<file path="config.mk">
export PLATFORM = sky130hd
export DESIGN_NAME = cla_serial_adder_ctrl_flat
export DESIGN_NICKNAME = d
export VERILOG_FILES = /design/src/rtl/cla_serial_adder_ctrl_pkg.sv /design/src/rtl/cla_serial_adder_ctrl_if.sv /design/src/rtl/cla_serial_adder_ctrl_cla4.sv /design/src/rtl/cla_serial_adder_ctrl.sv /design/src/flat_wrapper.sv
export SDC_FILE = /design/constraint.sdc
export NUM_CORES = 1
export LEC_CHECK = 0
export ABC_AREA = 1
export BUFFER_PORTS_ARGS = -buffer_cell sky130_fd_sc_hd__buf_2
export CORE_MARGIN = 2
export CORE_UTILIZATION = 59
export CTS_CLUSTER_SIZE = 8
export DETAILED_ROUTE_END_ITERATION = 10
export PLACE_DENSITY_LB_ADDON = 0.25
export SKIP_CTS_REPAIR_TIMING = 1
export SYNTH_ARGS = -nofsm -noshare
export SYNTH_HDL_FRONTEND = slang
export SYNTH_SLANG_ARGS = --single-unit
</file>
<file path="constraint.sdc">
create_clock -name clk -period 3.7 [get_ports clk]
set_input_delay 0.37 -clock clk [delete_from_list [all_inputs] [get_ports clk]]
set_output_delay 0.37 -clock clk [all_outputs]
set_load 0.005 [all_outputs]
</file>
<file path="src/rtl/cla_serial_adder_ctrl_pkg.sv">
// Shared types and constants for the nibble-serial CLA add/subtract controller.
package cla_serial_adder_ctrl_pkg;

  localparam int unsigned NIB_W = 4;

  typedef enum logic [1:0] {
    ST_IDLE = 2'd0,
    ST_RUN  = 2'd1,
    ST_DONE = 2'd2
  } state_t;

  localparam logic OP_ADD = 1'b0;
  localparam logic OP_SUB = 1'b1;

  // Nibble index width: clog2 of the slice count, never below one bit.
  function automatic int unsigned idx_width(input int unsigned nibbles);
    return (nibbles > 1) ? $clog2(nibbles) : 1;
  endfunction

endpackage

</file>
<file path="src/rtl/cla_serial_adder_ctrl_if.sv">
// Start/busy/done operation bus between the operand source and the controller.
interface cla_serial_adder_ctrl_if #(
  parameter int unsigned NIBBLES = 4
);
  localparam int unsigned W = 4 * NIBBLES;

  logic         start;
  logic         op_sub;
  logic [W-1:0] a;
  logic [W-1:0] b;
  logic         c_in;
  logic         busy;
  logic         done;
  logic [W-1:0] sum;
  logic         c_out;
  logic         overflow;

  modport master (
    output start, op_sub, a, b, c_in,
    input  busy, done, sum, c_out, overflow
  );

  modport slave (
    input  start, op_sub, a, b, c_in,
    output busy, done, sum, c_out, overflow
  );
endinterface

</file>
<file path="src/rtl/cla_serial_adder_ctrl_cla4.sv">
// Purely combinational 4-bit carry look-ahead adder slice.
module carry_look_ahead_adder_4b (
  input  logic [3:0] a,
  input  logic [3:0] b,
  input  logic       c_in,
  output logic [3:0] sum,
  output logic       c_out
);
  logic [3:0] g;
  logic [3:0] p;
  logic [4:0] c;

  assign g = a & b;
  assign p = a ^ b;

  // Every carry is formed directly from generate/propagate terms and c_in.
  assign c[0] = c_in;
  assign c[1] = g[0] | (p[0] & c[0]);
  assign c[2] = g[1] | (p[1] & g[0]) | (p[1] & p[0] & c[0]);
  assign c[3] = g[2] | (p[2] & g[1]) | (p[2] & p[1] & g[0])
              | (p[2] & p[1] & p[0] & c[0]);
  assign c[4] = g[3] | (p[3] & g[2]) | (p[3] & p[2] & g[1])
              | (p[3] & p[2] & p[1] & g[0]) | (p[3] & p[2] & p[1] & p[0] & c[0]);

  assign sum   = p ^ c[3:0];
  assign c_out = c[4];
endmodule

</file>
<file path="src/rtl/cla_serial_adder_ctrl.sv">
// Nibble-serial W-bit add/subtract built on one shared 4-bit CLA slice, LSB first.
module cla_serial_adder_ctrl
  import cla_serial_adder_ctrl_pkg::*;
#(
  parameter int unsigned NIBBLES = 4
) (
  input  logic                  clk,
  input  logic                  rst_n,
  cla_serial_adder_ctrl_if.slave bus
);
  localparam int unsigned W     = NIB_W * NIBBLES;
  localparam int unsigned IDX_W = idx_width(NIBBLES);
  localparam int unsigned SH_W  = IDX_W + 2;

  state_t           state;
  logic [W-1:0]     a_reg;
  logic [W-1:0]     b_reg;
  logic             carry_reg;
  logic [IDX_W-1:0] idx;
  logic             busy_q;
  logic             done_q;
  logic [W-1:0]     sum_q;
  logic             c_out_q;
  logic             overflow_q;

  logic [SH_W-1:0]  shamt_c;
  logic [3:0]       slice_a_c;
  logic [3:0]       slice_b_c;
  logic [3:0]       slice_sum_c;
  logic             slice_co_c;

  // Nibble select: bit offset of the current slice within the operand.
  assign shamt_c   = {idx, 2'b00};
  assign slice_a_c = 4'(a_reg >> shamt_c);
  assign slice_b_c = 4'(b_reg >> shamt_c);

  carry_look_ahead_adder_4b u_slice (
    .a     (slice_a_c),
    .b     (slice_b_c),
    .c_in  (carry_reg),
    .sum   (slice_sum_c),
    .c_out (slice_co_c)
  );

  // Operation sequencer: latch operands, walk nibbles, then pulse done.
  always_ff @(posedge clk or negedge rst_n) begin
    if (!rst_n) begin
      state      <= ST_IDLE;
      a_reg      <= '0;
      b_reg      <= '0;
      carry_reg  <= 1'b0;
      idx        <= '0;
      busy_q     <= 1'b0;
      done_q     <= 1'b0;
      sum_q      <= '0;
      c_out_q    <= 1'b0;
      overflow_q <= 1'b0;
    end else begin
      case (state)
        ST_IDLE: begin
          if (bus.start) begin
            a_reg     <= bus.a;
            b_reg     <= (bus.op_sub == OP_SUB) ? ~bus.b : bus.b;
            carry_reg <= (bus.op_sub == OP_SUB) ? 1'b1 : bus.c_in;
            idx       <= '0;
            sum_q     <= '0;
            busy_q    <= 1'b1;
            state     <= ST_RUN;
          end
        end
        ST_RUN: begin
          sum_q     <= (sum_q & ~(W'(4'hF) << shamt_c)) | (W'(slice_sum_c) << shamt_c);
          carry_reg <= slice_co_c;
          if (idx == IDX_W'(NIBBLES - 1)) begin
            c_out_q    <= slice_co_c;
            overflow_q <= (a_reg[W-1] ~^ b_reg[W-1]) & (slice_sum_c[3] ^ a_reg[W-1]);
            done_q     <= 1'b1;
            state      <= ST_DONE;
          end else begin
            idx <= IDX_W'(idx + 1'b1);
          end
        end
        ST_DONE: begin
          done_q <= 1'b0;
          busy_q <= 1'b0;
          state  <= ST_IDLE;
        end
        default: begin
          done_q <= 1'b0;
          busy_q <= 1'b0;
          state  <= ST_IDLE;
        end
      endcase
    end
  end

  assign bus.busy     = busy_q;
  assign bus.done     = done_q;
  assign bus.sum      = sum_q;
  assign bus.c_out    = c_out_q;
  assign bus.overflow = overflow_q;
endmodule
</file>
<file path="src/flat_wrapper.sv">
// flat-port wrapper written by rule: the top's interface ports become plain ports
module cla_serial_adder_ctrl_flat import cla_serial_adder_ctrl_pkg::*;
#(
  parameter int unsigned NIBBLES = 4
)
  (clk, rst_n, bus_start, bus_op_sub, bus_a, bus_b, bus_c_in, bus_busy, bus_done, bus_sum, bus_c_out, bus_overflow);
  cla_serial_adder_ctrl_if #(.NIBBLES(NIBBLES)) bus_i ();
  input  logic clk;
  input  logic rst_n;
  input wire logic [$bits(bus_i.start)-1:0] bus_start;
  input wire logic [$bits(bus_i.op_sub)-1:0] bus_op_sub;
  input wire logic [$bits(bus_i.a)-1:0] bus_a;
  input wire logic [$bits(bus_i.b)-1:0] bus_b;
  input wire logic [$bits(bus_i.c_in)-1:0] bus_c_in;
  output wire logic [$bits(bus_i.busy)-1:0] bus_busy;
  output wire logic [$bits(bus_i.done)-1:0] bus_done;
  output wire logic [$bits(bus_i.sum)-1:0] bus_sum;
  output wire logic [$bits(bus_i.c_out)-1:0] bus_c_out;
  output wire logic [$bits(bus_i.overflow)-1:0] bus_overflow;
  assign bus_i.start = bus_start;
  assign bus_i.op_sub = bus_op_sub;
  assign bus_i.a = bus_a;
  assign bus_i.b = bus_b;
  assign bus_i.c_in = bus_c_in;
  assign bus_busy = bus_i.busy;
  assign bus_done = bus_i.done;
  assign bus_sum = bus_i.sum;
  assign bus_c_out = bus_i.c_out;
  assign bus_overflow = bus_i.overflow;
  cla_serial_adder_ctrl #(.NIBBLES(NIBBLES)) u_core (.clk(clk), .rst_n(rst_n), .bus(bus_i));
endmodule
</file>
==> flow_metrics.py, run 1 <==
metrics = {
    "sta": {
        "finalSetupViolCount": 0,
        "timing.final.max_slew_violations": 0,
        "max_freq_ghz": 0.3822,
        "setup-tns-final_ps": 0,
        "finalHoldWorstSlack_ps": 34.03,
        "hold_viol": 0,
        "worst_pin_slew_ps": 663.8,
        "rsz0062_at_grt": "false",
        "period_share_pct": 70.71,
        "post-route-min-period_ps": 2616,
        "slew_headroom_pct": 55.70,
        "finalClockSkew_ps": 6.908,
    },
    "cells_and_area": {
        "final_cell_mix": "nand2_1, dfrtp_1, buf_2, o21ai_0, nor2_1",
        "area_delta_synth_final_pct": 15.91,
        "antenna_cells": 0,
        "stdcell_count": 459,
        "fin_nets": 434,
        "drive_gt1_share_pct": 23.21,
        "layout_commonest_cell": "nand2_1",
        "fin_area_sq_mm": 0.003400,
    },
    "synthesis": {
        "synth_cell_type_count": 33,
        "syn_nets": 380,
        "synth_flop_cell": "dfrtp_1",
        "ys_seq_area_share_pct": 48.63,
        "async_flop_share_pct": 100.0,
        "netlist_area_sq_mm": 0.002933,
        "yosysWarnings": 0,
        "syn-instance-count": 333,
        "ys_ff_latch": 57,
        "synth-edff-count": 0,
        "synth.avg_cell_area_sq_um": 8.807,
    },
    "global_routing": {
        "grt_max_degree": 51,
        "gr-total-overflow": 0,
        "grt_pass1_wl_um": 9949,
        "grt_antenna_before_repair": 0,
        "grt_use_total_pct": 24.38,
        "grt_pass1_vias": 2180,
    },
    "clocking": {
        "cts_tree": "done",
        "cts_max_path_buffers": 2,
        "clk_pin_slew_worst_paths_ps": 60,
        "cts_buffers": 9,
        "worstSkewPairLatency_ps": 340,
        "cts_root_buffer": "clkbuf_8",
        "clock-sinks": 57,
        "h-tree-depth": 3,
    },
    "flow_run": {
        "cap_violations": 0,
    },
    "worst_setup_path": {
        "crit_path_max_fanout": 25,
        "worst-path-buf-inv": 2,
        "crit_type": "register to register",
        "crit_top_cell": "nand2_1",
        "worstPathCellList": "buf_4 -> inv_1 -> o21ai_0 -> o22ai_1 -> ha_1 -> nand2_1 -> nand2_1 -> nand2_1 -> nand2_1 -> nand2_1 -> nand2_1 -> nor2_1 -> o21ai_1",
        "cp_top_family": "buffers and inverters",
        "end_kind": "register",
        "slowest_stage": "inv_1",
        "slowest_delay_ps": 520,
        "crit_arrival_ps": 2830,
        "critical_path_required_ps": 3920,
        "critPathLaunchType": "register",
    },
    "routing": {
        "vias": 2329,
        "drt_iter0_drc": 122,
        "antenna_left": 0,
        "drc_errors": 0,
        "drtPass1Iterations": 4,
        "wl_per_cell_um": 13.02,
        "vias_per_cell": 5.074,
        "drt-total-wl_um": 5977,
    },
    "placement": {
        "placed_area_sq_mm": 0.003192,
        "finalWeightedCongestion": 0.8685,
        "place.port_buffers": 56,
        "placed_cells": 443,
        "dp_hpwl_um": 4399,
    },
    "floorplan": {
        "fp.dieArea_sq_mm": 0.005551,
        "die_height_um": 74.51,
        "initial_utilization_pct": 61.68,
        "die_x_um": 74.51,
        "core_area_sq_mm": 0.004755,
        "ios": 57,
        "fp-row-count": 25,
    },
    "hold_path": {
        "worst_hold_path_type": "primary input to async pin",
    },
    "pwr": {
        "power.leakage_nw": 1.750,
        "power.density_mw_per_mm2": 993.4,
        "ir_worst_vdd_v": 0.0004445,
    },
    "outcome": {
        "outcome": "finished clean",
    },
}
==> path summary, 6_finish.rpt <==
check                               endpoint  slack, ps  cells past startpoint             from
max in group asynchronous    u_core.a_reg[3]       2870                      2            rst_n
hold reg to reg              u_core.a_reg[7]        470                      2  u_core.a_reg[7]
setup reg to reg            u_core.carry_reg       1080                     13    u_core.idx[0]
min in group clk             u_core.a_reg[8]        230                      3         bus_a[8]
hold / removal             u_core.bus.sum[0]         30                      1            rst_n
setup / recovery            u_core.carry_reg       1080                     13    u_core.idx[0]
==> stage by stage <==
step	util [%]	total power, mW	setup slack, ps
2_1_floorplan	-	2.399	1558
3_3_place_gp	67.13	2.703	1208
3_5_place_dp	67.13	2.789	1119
4_1_cts	71.50	3.397	1094
5_1_grt	71.50	3.704	776.9
6_report	71.50	3.377	1084
==> synthesized netlist by cell type, types with 2 or more instances <==
library cell / number / share of area (%)
buf_2: 2 / 0.34
buf_6: 4 / 1.5
buf_8: 2 / 1.0
clkbuf_1: 3 / 0.38
dfrtp_1: 57 / 49
ha_1: 9 / 3.8
inv_1: 6 / 0.77
inv_2: 5 / 0.64
nand2_1: 110 / 14
nand3_1: 13 / 2.2
nor2_1: 19 / 2.4
nor2_4: 6 / 2.3
nor2_8: 2 / 1.4
o21ai_0: 35 / 6.0
o21ai_1: 18 / 3.1
o21ai_2: 2 / 0.60
o21bai_1: 2 / 0.51
o22ai_1: 8 / 1.7
xnor2_1: 16 / 4.8
==> layer usage <==
metal / vias up / track usage, % / wire, um
li1: 1199 / - / -
met1: 1058 / 31.50 / 2685
met2: 59 / 38.35 / 2882
met3: 13 / 6.098 / 288
met4: 0 / 12.30 / 121
met5: - / 0 / 0
==> cells by family after synthesis <==
| logic type | after synthesis | synth area share, % |
|---|---|---|
| simple gates | 154 | 23.46 |
| xor+xnor | 17 | 5.077 |
| buf+inv | 28 | 6.015 |
| flops | 57 | 48.63 |
| fa+ha+maj | 10 | 4.522 |
| compound gates | 67 | 12.29 |
==> area by class of cell <==
cell class                 instances  area, sq um
clock buffer                      14        172.7
timing repair buffer              58        295.3
fill                             417         1355
sequential                        57         1426
clock inverter                     2        35.03
tap                               67        83.83
inverter                          13        56.30
multi-input combinational        248         1330
==> power by group <==
part	leakage [nW]	total (mW)	switching, mW	internal, mW
Combinational	0.924	1.70	1.08	0.624
Sequential	0.719	1.08	0.184	0.895
Clock	0.107	0.593	0.228	0.365
Total	1.75	3.38	1.49	1.88
Note: power is estimated with default switching activity, not from simulation.
==> run 2, diff against run 1 <==
- ABC_AREA: 1 -> 0
- CORE_UTILIZATION: 59 -> 49
- clock period: 3.7 -> 2.28 ns (I/O delays scaled with it)
==> run 2 against run 1 <==
Net effect: largest cell class unchanged; largest power group unchanged; clock power up 44%; register-to-register slack worse by 1100 ps; sequential cell count unchanged; utilization down 8.4 points; highest routed layer unchanged; die area up 13%; wire length down 6.6%; cell count down 19%; hold slack better by 70 ps; count of clock-buffer cells in the layout down 2.
==> flow_metrics.py, run 2 <==
metrics = {
    "outcome": {
        "outcome": "finished clean",
    },
    "clocking": {
        "clock-sinks": 57,
        "clk_pin_slew_worst_paths_ps": 60,
        "worstSkewPairLatency_ps": 340,
        "cts_max_path_buffers": 2,
        "cts_root_buffer": "clkbuf_8",
        "cts_buffers": 9,
        "h-tree-depth": 3,
        "cts_tree": "done",
    },
    "synthesis": {
        "synth_flop_cell": "dfrtp_1",
        "synthXorXnorAreaFrac_pct": 5.707,
        "ys_seq_area_share_pct": 51.63,
        "synth.avg_cell_area_sq_um": 12.22,
        "synth_cell_type_count": 34,
        "synth_compound_area_share_pct": 13.22,
        "syn-instance-count": 226,
        "ys_ff_latch": 57,
        "netlist_area_sq_mm": 0.002763,
        "yosysWarnings": 0,
        "synth_top_cell_by_area": "dfrtp_1",
        "synth.mux.area_fraction_pct": 13.45,
        "synthSimpleGateAreaFrac_pct": 8.469,
        "synth_fa_ha_area_share_pct": 4.801,
        "ys_top_cells_by_count": "dfrtp_1, a21oi_1, nor2_1",
        "synthTopCellsByArea": "dfrtp_1, mux2_2, mux4_2, a22o_1, xnor2_1",
        "syn_nets": 273,
        "synth-edff-count": 0,
        "async_flop_share_pct": 100.0,
        "synth_most_common_cell": "dfrtp_1",
        "synth_top_family_by_area": "multiplexers",
        "yosysTopAreaCellShare_pct": 51.63,
    },
    "sta": {
        "slew_headroom_pct": 54.34,
        "max_freq_ghz": 0.4407,
        "rsz0062_at_grt": "true",
        "finalClockSkew_ps": 6.685,
        "timing.final.max_slew_violations": 0,
        "period_share_pct": 99.53,
        "hold_viol": 0,
        "finalSetupViolCount": 0,
        "post-route-min-period_ps": 2269,
        "worst_pin_slew_ps": 684.9,
    },
    "worst_setup_path": {
        "timing.rr.start": "u_core.idx[0]",
        "end_kind": "register",
        "crit_path_max_fanout": 6,
        "crit_arrival_ps": 2500,
        "startpoint": "u_core.idx[0]",
        "critical_path_required_ps": 2510,
        "critPathLaunchType": "register",
        "crit_type": "register to register",
    },
    "hold_path": {
        "worst_hold_path_type": "primary input to register",
        "holdCritStartpoint": "bus_a[14]",
    },
    "routing": {
        "drt-total-wl_um": 5584,
        "vias_per_cell": 5.309,
        "wl_per_cell_um": 15.01,
        "antenna_left": 0,
        "drt_iter0_drc": 112,
        "drtPass1Iterations": 4,
        "vias": 1975,
        "drc_errors": 0,
    },
    "floorplan": {
        "fp-row-count": 27,
        "die_x_um": 79.09,
        "fp.dieArea_sq_mm": 0.006254,
        "core_area_sq_mm": 0.005473,
        "initial_utilization_pct": 50.48,
        "die_height_um": 79.09,
        "ios": 57,
    },
    "global_routing": {
        "grt_use_total_pct": 19.67,
        "grt_max_degree": 32,
        "gr-total-overflow": 0,
        "grt_antenna_before_repair": 0,
        "grt_pass1_wl_um": 9280,
        "grt_pass1_vias": 1897,
    },
    "placement": {
        "placed_area_sq_mm": 0.003186,
        "dp_hpwl_um": 3981,
        "finalWeightedCongestion": 0.8186,
        "place.port_buffers": 56,
    },
    "pwr": {
        "power.switching_mw": 2.385,
        "p_clk_share_pct": 13.9,
        "totalPowerFinal_mw": 6.141,
        "sw_frac_of_total_pct": 38.84,
        "share_comb_of_total_power_pct": 56.4,
        "power.density_mw_per_mm2": 1777,
        "intPower_mw": 3.756,
        "ir_worst_vdd_v": 0.0009553,
        "power.leakage_nw": 1.608,
        "sequentialPowerShare_pct": 29.7,
    },
    "cells_and_area": {
        "fin_area_sq_mm": 0.003456,
        "fin_util_pct": 63.15,
        "drive_gt1_share_pct": 41.00,
        "layout_commonest_cell": "dfrtp_1",
        "fill_cells": 466,
        "antenna_cells": 0,
        "fin_nets": 343,
        "final_cell_mix": "dfrtp_1, buf_2, nor2_1, a21oi_1, a22o_1",
        "area_delta_synth_final_pct": 25.09,
    },
    "flow_run": {
        "cap_violations": 0,
    },
}
[run 2: cell count changes after synthesis, sizes merged, moves of 9 or more]
cell	delta
a21oi	+20
a22o	+19
inv	-9
mux2	+17
nand2	-98
nand3	-12
o21ai	-52
[run 2: logic make-up after synthesis]
group	count (synthesis)
DFF	57
AOI/OAI and AO/OA	53
and+or+nand+nor	49
muxes	25
xor gates and xnor gates	18
buffers and inverters	14
adders and majority gates	10
[run 2: final cells by class]
| cell class | instances | area (sq um) | share of cell area, % |
|---|---|---|---|
| timing repair buffer | 69 | 391.6 | 11.33 |
| tap | 72 | 90.09 | 2.607 |
| clock inverter | 3 | 15.01 | 0.4345 |
| multi-input combinational | 155 | 1353 | 39.14 |
| inverter | 4 | 15.01 | 0.4345 |
| sequential | 57 | 1426 | 41.27 |
| clock buffer | 12 | 165.2 | 4.779 |
[run 2: worst paths after layout]
check                      slack (ps)            endpoint  cells after the start
max in group asynchronous        1150     u_core.b_reg[5]                      3
hold / removal                    100    u_core.a_reg[14]                      2
setup / recovery                   10  u_core.bus.sum[10]                      7
hold reg to reg                   480     u_core.bus.done                      1
min in group asynchronous         460     u_core.a_reg[3]                      2
setup reg to reg                   10  u_core.bus.sum[10]                      7
[run 2: power groups by stage]
stage               logic (mW)  registers (mW)  clock network, mW
detailed placement        3.14            1.83                  0
global placement          3.09            1.82                  0
global route              3.80            1.89              0.912
floorplan                 2.28            1.71                  0
CTS                       3.15            1.82              0.870
finish                    3.46            1.82              0.856
[run 2: routing by layer]
| layer | up-vias | global-route usage (%) | wire length (um) |
|---|---|---|---|
| li1 | 957 | - | - |
| met1 | 952 | 27.41 | 2616 |
| met2 | 59 | 29.49 | 2586 |
| met3 | 7 | 5.227 | 306 |
| met4 | 0 | 7.759 | 74 |
| met5 | - | 0 | 0 |
[run 2: critical path: stages, from the launching register on]
cell	delay, ps
dfrtp_1	380
buf_6	150
mux4_2	580
ha_4	290
a21o_4	220
a21oi_4	140
xnor2_2	140
a22o_1	260
[run 2: metrics by stage]
step	hold WS [ps]	cells	setup TNS, ps	worst slack [ps]
floorplan	-67.59	226	0	12.20
global placement	299.2	355	0	6.340
detailed placement	304.8	355	-206.4	-46.63
CTS	-52.67	370	-340.3	-60.88
global route	115.1	372	-533.7	-87.73
finish	103.8	372	0	10.75
